### src/rtl/led_colour_pkg.sv
// Shared types and constants for the RGB colour sequencer: mode encodings,
// FSM states and the seven-entry colour table.
package led_colour_pkg;

  typedef enum logic [1:0] {
    MODE_OFF    = 2'b00,
    MODE_BLINK  = 2'b01,
    MODE_CYCLE  = 2'b10,
    MODE_STEADY = 2'b11
  } mode_t;

  typedef enum logic [1:0] {
    ST_IDLE = 2'b00,
    ST_ON   = 2'b01,
    ST_OFF  = 2'b10
  } state_t;

  localparam int NUM_COLOURS = 7;

  // {R,G,B}: R, G, B, Y, C, M, W
  localparam logic [2:0] COLOUR_LUT [NUM_COLOURS] = '{
    3'b100, 3'b010, 3'b001, 3'b110, 3'b011, 3'b101, 3'b111
  };

  function automatic logic [2:0] clamp_colour(input logic [2:0] sel);
    return (sel == 3'd7) ? 3'd6 : sel;
  endfunction

  function automatic logic [2:0] next_cycle_colour(input logic [2:0] idx);
    return (idx == 3'd6) ? 3'd0 : idx + 3'd1;
  endfunction

endpackage

### src/rtl/rgb_colour_sequencer_if.sv
// Control and LED-drive signals of the colour sequencer; the controller side
// is the master, the sequencer is the slave.
interface rgb_colour_sequencer_if;
  logic       en;
  logic [1:0] mode;
  logic [2:0] colour_sel;
  logic [2:0] led_rgb;
  logic [2:0] colour_idx;
  logic       phase_on;
  logic       cycle_done;

  modport master (
    output en, mode, colour_sel,
    input  led_rgb, colour_idx, phase_on, cycle_done
  );

  modport slave (
    input  en, mode, colour_sel,
    output led_rgb, colour_idx, phase_on, cycle_done
  );
endinterface

### src/rtl/phase_timer.sv
// Phase length timer: counts up from zero after a clear and flags the last
// cycle of a phase of `limit` cycles.
module phase_timer #(
  parameter int CNT_W = 32
) (
  input  logic             clk,
  input  logic             rst_n,
  input  logic             clear,
  input  logic [CNT_W-1:0] limit,
  output logic             done
);

  logic [CNT_W-1:0] count;

  always_ff @(posedge clk) begin
    if (!rst_n || clear) count <= '0;
    else                 count <= count + CNT_W'(1);
  end

  assign done = (count == limit - CNT_W'(1));

endmodule

### src/rtl/rgb_colour_sequencer.sv
// Seven-colour RGB LED sequencer: timed ON/OFF flash phases, stepping through
// the colour table or flashing one selected colour.
//
// state | meaning
// IDLE  | stopped, outputs at reset values
// ON    | LED lit with the current colour for ON_TICKS cycles
// OFF   | LED dark for OFF_TICKS cycles
module rgb_colour_sequencer
  import led_colour_pkg::*;
#(
  parameter int ON_TICKS   = 4000,
  parameter int OFF_TICKS  = 2000,
  parameter int CNT_W      = 32,
  parameter int ACTIVE_LOW = 0
) (
  input logic             clk,
  input logic             rst_n,
  rgb_colour_sequencer_if.slave bus
);

  if (ON_TICKS < 1) begin : g_on_ticks_check
    $error("ON_TICKS must be >= 1");
  end

  localparam logic [2:0] POL = (ACTIVE_LOW != 0) ? 3'b111 : 3'b000;

  state_t           state;
  mode_t            mode_q;
  logic [2:0]       cidx;
  logic             wrap_q;
  logic [2:0]       led_q;
  logic [2:0]       idx_q;
  logic             on_q;
  logic             done_q;

  mode_t            mode_in;
  logic             run;
  logic             restart;
  logic             has_off;
  logic [2:0]       sel_c;
  logic [2:0]       next_idx;
  logic             t_clear;
  logic             t_done;
  logic [CNT_W-1:0] t_limit;

  assign mode_in  = mode_t'(bus.mode);
  assign run      = bus.en && (mode_in != MODE_OFF);
  assign restart  = (state != ST_IDLE) && (mode_in != mode_q);
  assign has_off  = (OFF_TICKS > 0) && (mode_in != MODE_STEADY);
  assign sel_c    = clamp_colour(bus.colour_sel);
  assign next_idx = (mode_in == MODE_BLINK) ? sel_c : next_cycle_colour(cidx);
  assign t_limit  = (state == ST_OFF) ? CNT_W'(OFF_TICKS) : CNT_W'(ON_TICKS);
  assign t_clear  = !run || (state == ST_IDLE) || restart || t_done;

  phase_timer #(.CNT_W(CNT_W)) u_timer (
    .clk   (clk),
    .rst_n (rst_n),
    .clear (t_clear),
    .limit (t_limit),
    .done  (t_done)
  );

  // Output registers trail the FSM by one cycle, except on stop where they
  // return to their reset values immediately.
  always_ff @(posedge clk) begin
    if (!rst_n || !run) begin
      state  <= ST_IDLE;
      mode_q <= MODE_OFF;
      cidx   <= 3'd0;
      wrap_q <= 1'b0;
      led_q  <= POL;
      idx_q  <= 3'd0;
      on_q   <= 1'b0;
      done_q <= 1'b0;
    end else begin
      mode_q <= mode_in;
      led_q  <= (state == ST_ON) ? (COLOUR_LUT[cidx] ^ POL) : POL;
      idx_q  <= cidx;
      on_q   <= (state == ST_ON);
      done_q <= wrap_q;
      wrap_q <= 1'b0;
      if (state == ST_IDLE) begin
        state <= ST_ON;
        cidx  <= (mode_in == MODE_BLINK) ? sel_c : 3'd0;
      end else if (restart) begin
        state <= ST_ON;
        if (mode_in == MODE_BLINK) cidx <= sel_c;
      end else if (t_done) begin
        if (state == ST_ON && has_off) begin
          state <= ST_OFF;
        end else begin
          state  <= ST_ON;
          cidx   <= next_idx;
          wrap_q <= (mode_in != MODE_BLINK) && (cidx == 3'd6);
        end
      end
    end
  end

  assign bus.led_rgb    = led_q;
  assign bus.colour_idx = idx_q;
  assign bus.phase_on   = on_q;
  assign bus.cycle_done = done_q;

endmodule
### src/flat_wrapper.sv
// flat-port wrapper written by rule: the top's interface ports become plain ports
module rgb_colour_sequencer_flat import led_colour_pkg::*;
#(
  parameter int ON_TICKS   = 4000,
  parameter int OFF_TICKS  = 2000,
  parameter int CNT_W      = 32,
  parameter int ACTIVE_LOW = 0
)
  (clk, rst_n, bus_en, bus_mode, bus_colour_sel, bus_led_rgb, bus_colour_idx, bus_phase_on, bus_cycle_done);
  rgb_colour_sequencer_if bus_i ();
  input logic clk;
  input logic rst_n;
  input wire logic [$bits(bus_i.en)-1:0] bus_en;
  input wire logic [$bits(bus_i.mode)-1:0] bus_mode;
  input wire logic [$bits(bus_i.colour_sel)-1:0] bus_colour_sel;
  output wire logic [$bits(bus_i.led_rgb)-1:0] bus_led_rgb;
  output wire logic [$bits(bus_i.colour_idx)-1:0] bus_colour_idx;
  output wire logic [$bits(bus_i.phase_on)-1:0] bus_phase_on;
  output wire logic [$bits(bus_i.cycle_done)-1:0] bus_cycle_done;
  assign bus_i.en = bus_en;
  assign bus_i.mode = bus_mode;
  assign bus_i.colour_sel = bus_colour_sel;
  assign bus_led_rgb = bus_i.led_rgb;
  assign bus_colour_idx = bus_i.colour_idx;
  assign bus_phase_on = bus_i.phase_on;
  assign bus_cycle_done = bus_i.cycle_done;
  rgb_colour_sequencer #(.ON_TICKS(ON_TICKS), .OFF_TICKS(OFF_TICKS), .CNT_W(CNT_W), .ACTIVE_LOW(ACTIVE_LOW)) u_core (.clk(clk), .rst_n(rst_n), .bus(bus_i));
endmodule
### config.mk
export PLATFORM = sky130hd
export DESIGN_NAME = rgb_colour_sequencer_flat
export DESIGN_NICKNAME = d
export VERILOG_FILES = /design/src/rtl/led_colour_pkg.sv /design/src/rtl/rgb_colour_sequencer_if.sv /design/src/rtl/phase_timer.sv /design/src/rtl/rgb_colour_sequencer.sv /design/src/flat_wrapper.sv
export SDC_FILE = /design/constraint.sdc
export NUM_CORES = 1
export LEC_CHECK = 0
export BUFFER_PORTS_ARGS = -buffer_cell sky130_fd_sc_hd__buf_2
export CAP_MARGIN = 0
export CELL_PAD_IN_SITES_DETAIL_PLACEMENT = 1
export CELL_PAD_IN_SITES_GLOBAL_PLACEMENT = 2
export CORE_MARGIN = 8
export CORE_UTILIZATION = 40
export DETAILED_ROUTE_END_ITERATION = 8
export GPL_TIMING_DRIVEN = 0
export PLACE_DENSITY = 0.88
export RECOVER_POWER = 25
export SLEW_MARGIN = 25
export SYNTH_ARGS = -nofsm -noshare
export SYNTH_HDL_FRONTEND = slang
export SYNTH_HIERARCHICAL = 1
export SYNTH_SLANG_ARGS = --single-unit
export TNS_END_PERCENT = 30
### constraint.sdc
create_clock -name clk -period 6.6 [get_ports clk]
set_input_delay 1.32 -clock clk [delete_from_list [all_inputs] [get_ports clk]]
set_output_delay 1.32 -clock clk [all_outputs]
set_load 0.1 [all_outputs]
==> results of run 1 <==
## layout by cell type (no fill, tap or decap), types with 5 or more instances in the layout
cell	count
a21oi_1	11
and3_1	6
buf_2	12
clkbuf_1	16
clkbuf_8	6
conb_1	124
dfxtp_1	48
ha_1	7
inv_1	15
mux2i_1	5
nand2_1	14
nand2b_1	12
nand3_1	20
nand4_1	12
nor2_1	54
nor2b_1	6
nor3_1	19
nor4_1	10
o21ai_0	18
or3_1	15
xnor2_1	39
xor2_1	25
## sequential cells by signal (all words and copies together), names as in the netlist
register / flops
u_core/u_timer/count: 32
u_core/bus.colour_idx: 3
u_core/bus.led_rgb: 3
u_core/cidx: 3
u_core/mode_q: 2
u_core/state: 2
u_core/bus.cycle_done: 1
u_core/bus.phase_on: 1
u_core/wrap_q: 1
## per-stage QoR
step	area [µm²]	hold slack (ps)	instances	total power, W
after global placement	4040	411	662	0.000364
after detailed placement	4040	426	662	0.000366
after CTS	4130	466	670	0.000549
final	4130	455	670	0.000543
after global routing	4130	491	670	0.000576
after floorplan	3830	406	542	0.000354
## power breakdown
| part | internal (W) | switching (W) |
|---|---|---|
| combinational | 0.0000259 | 0.0000428 |
| clock | 0.0000848 | 0.0000964 |
| sequential | 0.000291 | 0.00000201 |
## worst max path at each step
stage | endpoint | cells after the start | slack (ps) | start
detailed placement | u_core/u_timer/count[26]$_SDFF_PP0_ | 14 | 1720 | u_core/state[0]$_SDFFE_PP0P_
global placement | u_core/u_timer/count[4]$_SDFF_PP0_ | 14 | 1810 | u_core/state[0]$_SDFFE_PP0P_
finish | u_core/u_timer/count[29]$_SDFF_PP0_ | 14 | 1870 | u_core/state[0]$_SDFFE_PP0P_
floorplan | u_core/u_timer/count[10]$_SDFF_PP0_ | 14 | 2960 | u_core/state[0]$_SDFFE_PP0P_
global route | u_core/u_timer/count[27]$_SDFF_PP0_ | 14 | 1350 | u_core/state[0]$_SDFFE_PP0P_
CTS | u_core/u_timer/count[26]$_SDFF_PP0_ | 14 | 1700 | u_core/state[0]$_SDFFE_PP0P_
## cell type report
type,instances,area (µm²)
Buffer,14,60.1
Clock buffer,6,82.6
Clock inverter,2,15.0
Fill cell,1107,4050
Inverter,15,56.3
Multi-Input combinational cell,465,2750
Sequential cell,48,961
Tap cell,105,131
Timing Repair Buffer,15,67.6
## logic make-up (layout without fill, tap and decap cells)
group / count (synthesis) / in the layout / share of synthesized area (%)
flops: 48 / 48 / 28.5
mux: 6 / 6 / 1.82
xor+xnor: 65 / 65 / 17.1
compound gates: 61 / 61 / 12.3
fa+ha+maj: 7 / 7 / 2.60
buf+inv: 29 / 52 / 3.45
other cells: 2 / 124 / 0.223
simple gates: 202 / 202 / 34.0
## routing by layer
| layer | global-route usage, % | vias to the layer above |
|---|---|---|
| met5 | 0 | - |
| met4 | 4.46 | 0 |
| met3 | 2.04 | 10 |
| met2 | 27.0 | 19 |
| met1 | 17.8 | 1507 |
| li1 | - | 1649 |
==> flow_summary_export.csv, run 1 <==
group,metric,value,unit
run_status,status,"completed",
floorplanning,initial_core_util,41.2,%
grt,overflow,0,
routing,dr_wl_met3,97,µm
clocking,cts.sinks,48,
synth,synth.avg_cell_area,8.03,µm²
critical_path,worst-path-max-fanout,11,
clocking,cts.repair.resized,0,
routing,first_pass_iters,4,
timing,max_freq,211,MHz
critical_path,required,6770,ps
grt,grt_max_degree,16,
critical_path,crit_arrival,4900,ps
hold_path,hold_depth,1,
timing,skew,7.47,ps
placed_design,place_congestion,0.746,
synth,synth_top_area_share,28.5,%
floorplanning,fp-row-count,33,
clocking,root_buffer,"clkbuf_8",
critical_path,timing.rr.start,"u_core/state[0]$_SDFFE_PP0P_",
grt,antenna_found_initial,0,
floorplanning,die_y,108,µm
critical_path,r2r_setup_slack,1870,ps
routing,wirelength,8250,µm
clocking,h-tree-depth,2,
finish,syn2layout_area_growth,22.4,%
synth,ys_ff_latch,48,
clocking,cts-hold-fix-buffers,0,
critical_path,reg2reg_to,"u_core/u_timer/count[29]$_SDFF_PP0_",
floorplanning,io_pins,16,
critical_path,critPathLaunchType,"register",
critical_path,cp_cell_sequence,"nand2b_1, inv_1, or3_1, buf_2, or4_4, a211oi_2, nand3_1, nor4b_2, o2111ai_1, nor4b_2, or3_1, nand2b_1, clkbuf_1, nor2_1",
hold_path,hp-start,"u_core/wrap_q$_SDFF_PP0_",
synth,synth_common_cells,"nor2_1, dfxtp_1, xnor2_1, xor2_1, nand3_1",
timing,fin_crit_sh,71.7,%
critical_path,crit_path_top_delay_cell,"nor4b_2",
clocking,post_cts.repair.setup_buffers,0,
timing,drv_slew,0,
synth,synth.area.top_cells,"dfxtp_1, xnor2_1, xor2_1, nor2_1, nand3_1",
synth,ys_seq_area_share,28.5,%
routing,avgViaCountPerCell,4.75,
critical_path,critical_path_class,"register to register",
timing,hold_viol,0,
timing,final.setup.tns,0,ps
critical_path,cpLargestDelayFamily,"simple AND/OR/NAND/NOR gates",
grt,grt_pass1_vias,3131,
synth,synth-edff-count,0,
critical_path,ff2ff_path_depth,14,
timing,period_needed,4730,ps
timing,max-slew-margin-rel,21.8,%
critical_path,cp_num_buf_inv,3,
timing,setup_viol,0,
pwr,ir_drop,115,µV
finish,drive_above_1_share,7.43,%
synth,synth_cell_type_count,61,
hold_path,hold_end,"u_core/bus.cycle_done$_SDFF_PP0_",
floorplanning,dieArea,11600,µm²
pwr,powerDensity,132,nW/µm²
hold_path,hold_path.class,"register to register",
synth,yosysWarnings,6,
synth,syn_area,3370,µm²
synth,yosysMostFrequentCell,"nor2_1",
clocking,cts_inserted_buffers,5,
placed_design,port_buffers,15,
routing,wl_met1,3830,µm
timing,worst_slew_pin_slew,1180,ps
placed_design,dp_hpwl,6950,µm
finish,layout.nets,579,
job,max_cap_viol_count,0,
placed_design,pre_cts_slack,1720,ps
synth,synth_ff_type,"dfxtp_1",
synth,synthArstFlopShare,0,%
floorplanning,core_area,8180,µm²
timing,fin_ws,1870,ps
routing,num_vias,3185,
critical_path,critPathMaxStageDelay,510,ps
routing,top_layer_used,"met4",
floorplanning,die_x,108,µm
routing,drt_iter0_markers,122,
finish,final_util,50.5,%
clocking,insertion_delay,300,ps
synth,synthCells,420,
critical_path,endpoint_kind,"register",
timing,rsz0062_at_grt,"false",
clocking,cts_max_path_buffers,2,
clocking,cts_tree,"built",
routing,wl_per_cell,12.3,µm
routing,met2_length,4180,µm
synth,yosysTopAreaCell,"dfxtp_1",
grt,grtUsageTotal,15.0,%
finish,antenna_cells,0,
routing,drtAntennaViolNets,0,
pwr,leakage,1.60,nW
grt,grt_pass1_wl,14200,µm
clocking,clkTransAtPathRegs,90,ps
routing,drcViolationCount,0,
Note: power is estimated with default switching activity, not from simulation.
==> run 2: changes to the inputs <==
--- a/config.mk
+++ b/config.mk
@@ -10,10 +10,10 @@
 export CELL_PAD_IN_SITES_DETAIL_PLACEMENT = 1
 export CELL_PAD_IN_SITES_GLOBAL_PLACEMENT = 2
 export CORE_MARGIN = 8
-export CORE_UTILIZATION = 40
+export CORE_UTILIZATION = 37
 export DETAILED_ROUTE_END_ITERATION = 8
 export GPL_TIMING_DRIVEN = 0
-export PLACE_DENSITY = 0.88
+export PLACE_DENSITY = 0.82
 export RECOVER_POWER = 25
 export SLEW_MARGIN = 25
 export SYNTH_ARGS = -nofsm -noshare
==> constraint.sdc (replaced) <==
create_clock -name clk -period 4.6 [get_ports clk]
set_input_delay 0.92 -clock clk [delete_from_list [all_inputs] [get_ports clk]]
set_output_delay 0.92 -clock clk [all_outputs]
set_load 0.1 [all_outputs]
==> flow_summary_export.csv, run 2 (same netlist as run 1, synthesis figures left out) <==
group,metric,value,unit
run_status,status,"completed",
grt,grtUsageMet3,1.51,%
grt,grt-busiest-layer,"met2",
critical_path,timing.rr.start,"u_core/state[0]$_SDFFE_PP0P_",
finish,drive_above_1_share,7.98,%
timing,fin_ws,347,ps
timing,drv_slew,0,
critical_path,critPathLaunchType,"register",
grt,overflow,0,
floorplanning,die_y,111,µm
critical_path,crit_end,"u_core/u_timer/count[27]$_SDFF_PP0_",
hold_path,hold_path.class,"register to register",
critical_path,crit_path_top_delay_cell,"or4_4",
grt,grt_pass1_wl,14700,µm
placed_design,port_buffers,15,
finish,layout.nets,579,
finish,final_common_cell,"conb_1",
routing,wl_per_cell,12.7,µm
critical_path,required,4770,ps
routing,num_vias,3162,
timing,setup_viol,0,
timing,final.setup.tns,0,ps
floorplanning,initial_core_util,37.4,%
pwr,seqPwrFrac,53.6,%
grt,antenna_found_initial,0,
timing,worst_slew_pin_slew,1180,ps
critical_path,cp_cell_sequence,"nand2b_4, inv_1, or3_1, buf_2, or4_4, a211oi_2, nand3_1, nor4b_2, o2111ai_1, nor4b_4, or3_1, nand2b_1, clkbuf_2, nor2_1",
critical_path,ff2ff_path_depth,14,
finish,largest_reg_flops,32,
critical_path,cp_num_buf_inv,3,
floorplanning,die_x,111,µm
pwr,swShare,24.9,%
routing,drt_iter0_markers,77,
timing,holdWs,450,ps
clocking,clkTransAtPathRegs,90,ps
pwr,p_total,0.000785,W
floorplanning,fp-row-count,35,
routing,drtAntennaViolNets,0,
finish,final_cell_mix,"conb_1, nor2_1, dfxtp_1",
finish,regMostFlops,"u_core/u_timer/count",
floorplanning,io_pins,16,
placed_design,pre_cts_slack,-417,ps
grt,grt_max_degree,14,
timing,rsz0062_at_grt,"false",
floorplanning,core_area,9020,µm²
grt,grtUsageTotal,13.8,%
critical_path,cp.depth,14,
timing,fin_crit_sh,92.5,%
timing,max_freq,235,MHz
clocking,cts_inserted_buffers,5,
critical_path,startpoint,"u_core/state[0]$_SDFFE_PP0P_",
critical_path,crit_arrival,4430,ps
clocking,cts_tree,"built",
critical_path,cpLargestDelayFamily,"simple AND/OR/NAND/NOR gates",
finish,syn2layout_area_growth,23.2,%
routing,wirelength,8540,µm
pwr,powerDensity,189,nW/µm²
critical_path,cpMostUsedCell,"or3_1",
clocking,h-tree-depth,2,
critical_path,reg2reg_to,"u_core/u_timer/count[27]$_SDFF_PP0_",
pwr,leakage,1.63,nW
critical_path,worst-path-max-fanout,11,
pwr,combPwrFrac,12.6,%
timing,hold_viol,0,
pwr,p_int,0.000590,W
floorplanning,dieArea,12400,µm²
grt,grt_use_met2,24.3,%
pwr,clock_power_share,33.8,%
clocking,cts_max_path_buffers,2,
critical_path,critical_path_class,"register to register",
routing,avgViaCountPerCell,4.68,
finish,antenna_cells,0,
timing,period_needed,4250,ps
critical_path,endpoint_kind,"register",
routing,drcViolationCount,0,
clocking,cts.sinks,48,
pwr,power_switching,0.000195,W
pwr,ir_drop,192,µV
routing,first_pass_iters,4,
placed_design,dp_hpwl,7070,µm
timing,skew,7.64,ps
critical_path,r2r_setup_slack,350,ps
clocking,insertion_delay,290,ps
placed_design,place_congestion,0.755,
finish,fillerInstances,1183,
clocking,root_buffer,"clkbuf_8",
finish,final_util,46.0,%
critical_path,critPathMaxStageDelay,480,ps
job,max_cap_viol_count,0,
grt,use_met1,17.8,%
grt,grt_pass1_vias,3174,
clocking,cts-hold-fix-buffers,0,
timing,max-slew-margin-rel,21.9,%
run 2: cell count changes in the layout (fill, tap and decap cells not counted), sizes merged:
cell / change
clkbuf: +1
clkinvlp: -2
run 2: how the worst min path moves through the flow:
stage	start	endpoint	slack, ps	cells after the start
after floorplan	u_core/wrap_q$_SDFF_PP0_	u_core/bus.cycle_done$_SDFF_PP0_	410	1
after global placement	u_core/wrap_q$_SDFF_PP0_	u_core/bus.cycle_done$_SDFF_PP0_	410	1
after detailed placement	u_core/wrap_q$_SDFF_PP0_	u_core/bus.cycle_done$_SDFF_PP0_	430	1
after CTS	u_core/wrap_q$_SDFF_PP0_	u_core/bus.cycle_done$_SDFF_PP0_	460	1
after global routing	u_core/wrap_q$_SDFF_PP0_	u_core/bus.cycle_done$_SDFF_PP0_	490	1
final	u_core/wrap_q$_SDFF_PP0_	u_core/bus.cycle_done$_SDFF_PP0_	450	1
run 2: through the flow:
stage	area (µm²)	instances
floorplan	3830	542
global placement	4040	668
detailed placement	4040	668
CTS	4150	675
global route	4150	675
finish	4150	675
run 2: per-layer routing:
| metal | part of all wire [%] | vias to the layer above |
|---|---|---|
| met5 | 0 | - |
| met4 | 0.59 | 0 |
| met3 | 1.1 | 4 |
| met2 | 49 | 16 |
| met1 | 49 | 1490 |
| li1 | - | 1652 |
run 2: cell type report:
class / instances / area (µm²) / area share, %
Multi-Input combinational cell: 465 / 2770 / 66.7
Clock buffer: 7 / 96.3 / 2.32
Tap cell: 111 / 139 / 3.35
Inverter: 15 / 56.3 / 1.36
Sequential cell: 48 / 961 / 23.1
Timing Repair Buffer: 15 / 67.6 / 1.63
Buffer: 14 / 63.8 / 1.54
run 2: power groups by stage:
stage	logic, W	clock network [W]	registers, W
2_1_floorplan	0.0000724	0	0.000435
3_3_place_gp	0.0000918	0	0.000430
3_5_place_dp	0.0000941	0	0.000431
4_1_cts	0.0000948	0.000275	0.000421
5_1_grt	0.000114	0.000291	0.000422
6_report	0.0000985	0.000265	0.000421
run 2: timing repair:
action,in CTS,in global routing
hold endpoints to repair,0,0
endpoints found under the setup margin,33,30
setup buffers,0,0
gates resized for setup,4,3
run 2: worst register-to-register path: cells and delay by family, from the launching register on:
| family | cells | cell delay, ps |
|---|---|---|
| DFF | 1 | 410 |
| buffers and inverters | 3 | 690 |
| and+or+nand+nor | 9 | 2440 |
| AOI/OAI and AO/OA | 2 | 580 |
==> run 3: changes to the inputs <==
--- a/config.mk
+++ b/config.mk
@@ -15,6 +15,7 @@
 export GPL_TIMING_DRIVEN = 0
 export PLACE_DENSITY = 0.82
 export RECOVER_POWER = 25
+export SETUP_SLACK_MARGIN = 0.5
 export SLEW_MARGIN = 25
 export SYNTH_ARGS = -nofsm -noshare
 export SYNTH_HDL_FRONTEND = slang
==> flow_summary_export.csv, run 3 (same netlist as run 1, synthesis figures left out) <==
group,metric,value,unit
routing,top_layer_used,"met4",
timing,setup_viol,0,
routing,wirelength,8610,µm
pwr,p_int,0.000590,W
critical_path,cp_num_buf_inv,3,
critical_path,required,4780,ps
hold_path,hold_depth,1,
run_status,status,"completed",
floorplanning,fp-row-count,35,
clocking,cts_max_path_buffers,2,
finish,layout.nets,586,
grt,grt_pass1_vias,3198,
hold_path,hold_path.class,"register to register",
pwr,power_switching,0.000195,W
finish,final_common_cell,"conb_1",
critical_path,crit_path_top_delay_cell,"or4_4",
placed_design,pre_cts_slack,-417,ps
finish,antenna_cells,0,
pwr,leakage,1.66,nW
routing,drtAntennaViolNets,0,
critical_path,cp_cell_sequence,"nand2b_4, clkinvlp_4, or3_1, buf_2, or4_4, a211oi_2, nand3_1, nor4b_2, o2111ai_2, nor4b_4, or3_1, nand2b_1, clkbuf_4, nor2_1",
critical_path,endpoint_kind,"register",
finish,largest_reg_flops,32,
grt,overflow,0,
floorplanning,dieArea,12400,µm²
pwr,combPwrFrac,12.6,%
critical_path,cpLargestDelayFamily,"simple AND/OR/NAND/NOR gates",
placed_design,dp_hpwl,7070,µm
placed_design,port_buffers,15,
timing,period_needed,3820,ps
floorplanning,die_x,111,µm
routing,drcViolationCount,0,
critical_path,critPathMaxStageDelay,480,ps
routing,wl_per_cell,12.6,µm
routing,avgViaCountPerCell,4.69,
clocking,cts.sinks,48,
routing,num_vias,3200,
finish,drive_above_1_share,9.46,%
routing,first_pass_iters,4,
timing,max_freq,262,MHz
placed_design,place_congestion,0.755,
critical_path,cpMostUsedCell,"or3_1",
clocking,h-tree-depth,2,
pwr,clock_power_share,33.8,%
timing,max-slew-margin-rel,21.9,%
timing,hold_viol,0,
floorplanning,initial_core_util,37.4,%
critical_path,critPathLaunchType,"register",
critical_path,cp.depth,14,
floorplanning,core_area,9020,µm²
clocking,cts_tree,"built",
floorplanning,io_pins,16,
routing,wl_met1,4190,µm
pwr,swShare,24.9,%
pwr,ir_drop,192,µV
pwr,seqPwrFrac,53.6,%
routing,dr_wl_met3,100,µm
clocking,cts_inserted_buffers,5,
job,max_cap_viol_count,0,
grt,antenna_found_initial,0,
timing,worst_slew_pin_slew,1180,ps
pwr,powerDensity,186,nW/µm²
grt,grt_pass1_wl,14800,µm
routing,drt_iter0_markers,89,
grt,grt_max_degree,14,
finish,final_util,46.8,%
finish,final_cell_mix,"conb_1, nor2_1, dfxtp_1",
clocking,insertion_delay,290,ps
critical_path,critical_path_class,"register to register",
pwr,p_total,0.000785,W
critical_path,worst-path-max-fanout,10,
timing,rsz0062_at_grt,"false",
grt,grtUsageTotal,13.9,%
timing,final.setup.tns,0,ps
clocking,cts-hold-fix-buffers,0,
floorplanning,die_y,111,µm
finish,syn2layout_area_growth,25.2,%
critical_path,crit_arrival,4010,ps
timing,skew,6.12,ps
routing,met2_length,4260,µm
timing,drv_slew,0,
finish,regMostFlops,"u_core/u_timer/count",
timing,fin_crit_sh,83.1,%
timing,fin_ws,777,ps
critical_path,ff2ff_path_depth,14,
clocking,root_buffer,"clkbuf_8",
clocking,clkTransAtPathRegs,80,ps
[run 3: changes by cell type in the layout (fill, tap and decap cells not counted)]
cell	change
clkbuf_4	+2
inv_1	-1
clkbuf_2	-3
o2111ai_2	+1
clkinvlp_4	+1
buf_4	+8
o2111ai_1	-1
[run 3: final timing paths]
path                                                    from                                  end  slack (ps)
worst max-delay path            u_core/state[0]$_SDFFE_PP0P_  u_core/u_timer/count[21]$_SDFF_PP0_         780
worst min register to register      u_core/wrap_q$_SDFF_PP0_     u_core/bus.cycle_done$_SDFF_PP0_         450
worst max register to register  u_core/state[0]$_SDFFE_PP0P_  u_core/u_timer/count[21]$_SDFF_PP0_         780
worst min-delay path                u_core/wrap_q$_SDFF_PP0_     u_core/bus.cycle_done$_SDFF_PP0_         450
[run 3: cell type report]
cell class | count | area, µm²
sequential | 48 | 961
clock buffer | 7 | 96.3
buffer | 14 | 71.3
multi-input combinational | 465 | 2770
fill | 1178 | 4800
inverter | 15 | 60.1
timing repair buffer | 22 | 120
tap | 111 | 139
[run 3: timing repair]
item,CTS,global route
resized for setup,9,4
pin swaps,1,0
setup endpoints to repair,38,34
setup buffers,1,6
[run 3: worst reg2reg max path, delay by kind of cell (launching register included)]
family / cells / cell delay [ps]
flip-flops: 1 / 410
AO/OA/AOI/OAI: 2 / 530
AND/OR/NAND/NOR: 9 / 2230
buffers and inverters: 3 / 550
[run 3: power by group through the flow]
stage	Clock [W]	Combinational [W]	Sequential (W)
global placement	0	0.0000918	0.000430
global route	0.000291	0.000115	0.000422
detailed placement	0	0.0000941	0.000431
floorplan	0	0.0000724	0.000435
finish	0.000265	0.0000990	0.000421
CTS	0.000275	0.0000952	0.000421
[run 3: per-stage QoR]
step / hold WS, ps / instances / instance area, µm²
floorplan: 406 / 542 / 3830
global placement: 413 / 668 / 4040
detailed placement: 426 / 668 / 4040
CTS: 458 / 676 / 4180
global route: 492 / 682 / 4220
finish: 450 / 682 / 4220
[run 3: per-layer routing]
| metal | track usage, % | vias up |
|---|---|---|
| li1 | - | 1665 |
| met1 | 17.8 | 1509 |
| met2 | 24.5 | 20 |
| met3 | 1.56 | 6 |
| met4 | 2.76 | 0 |
| met5 | 0 | - |
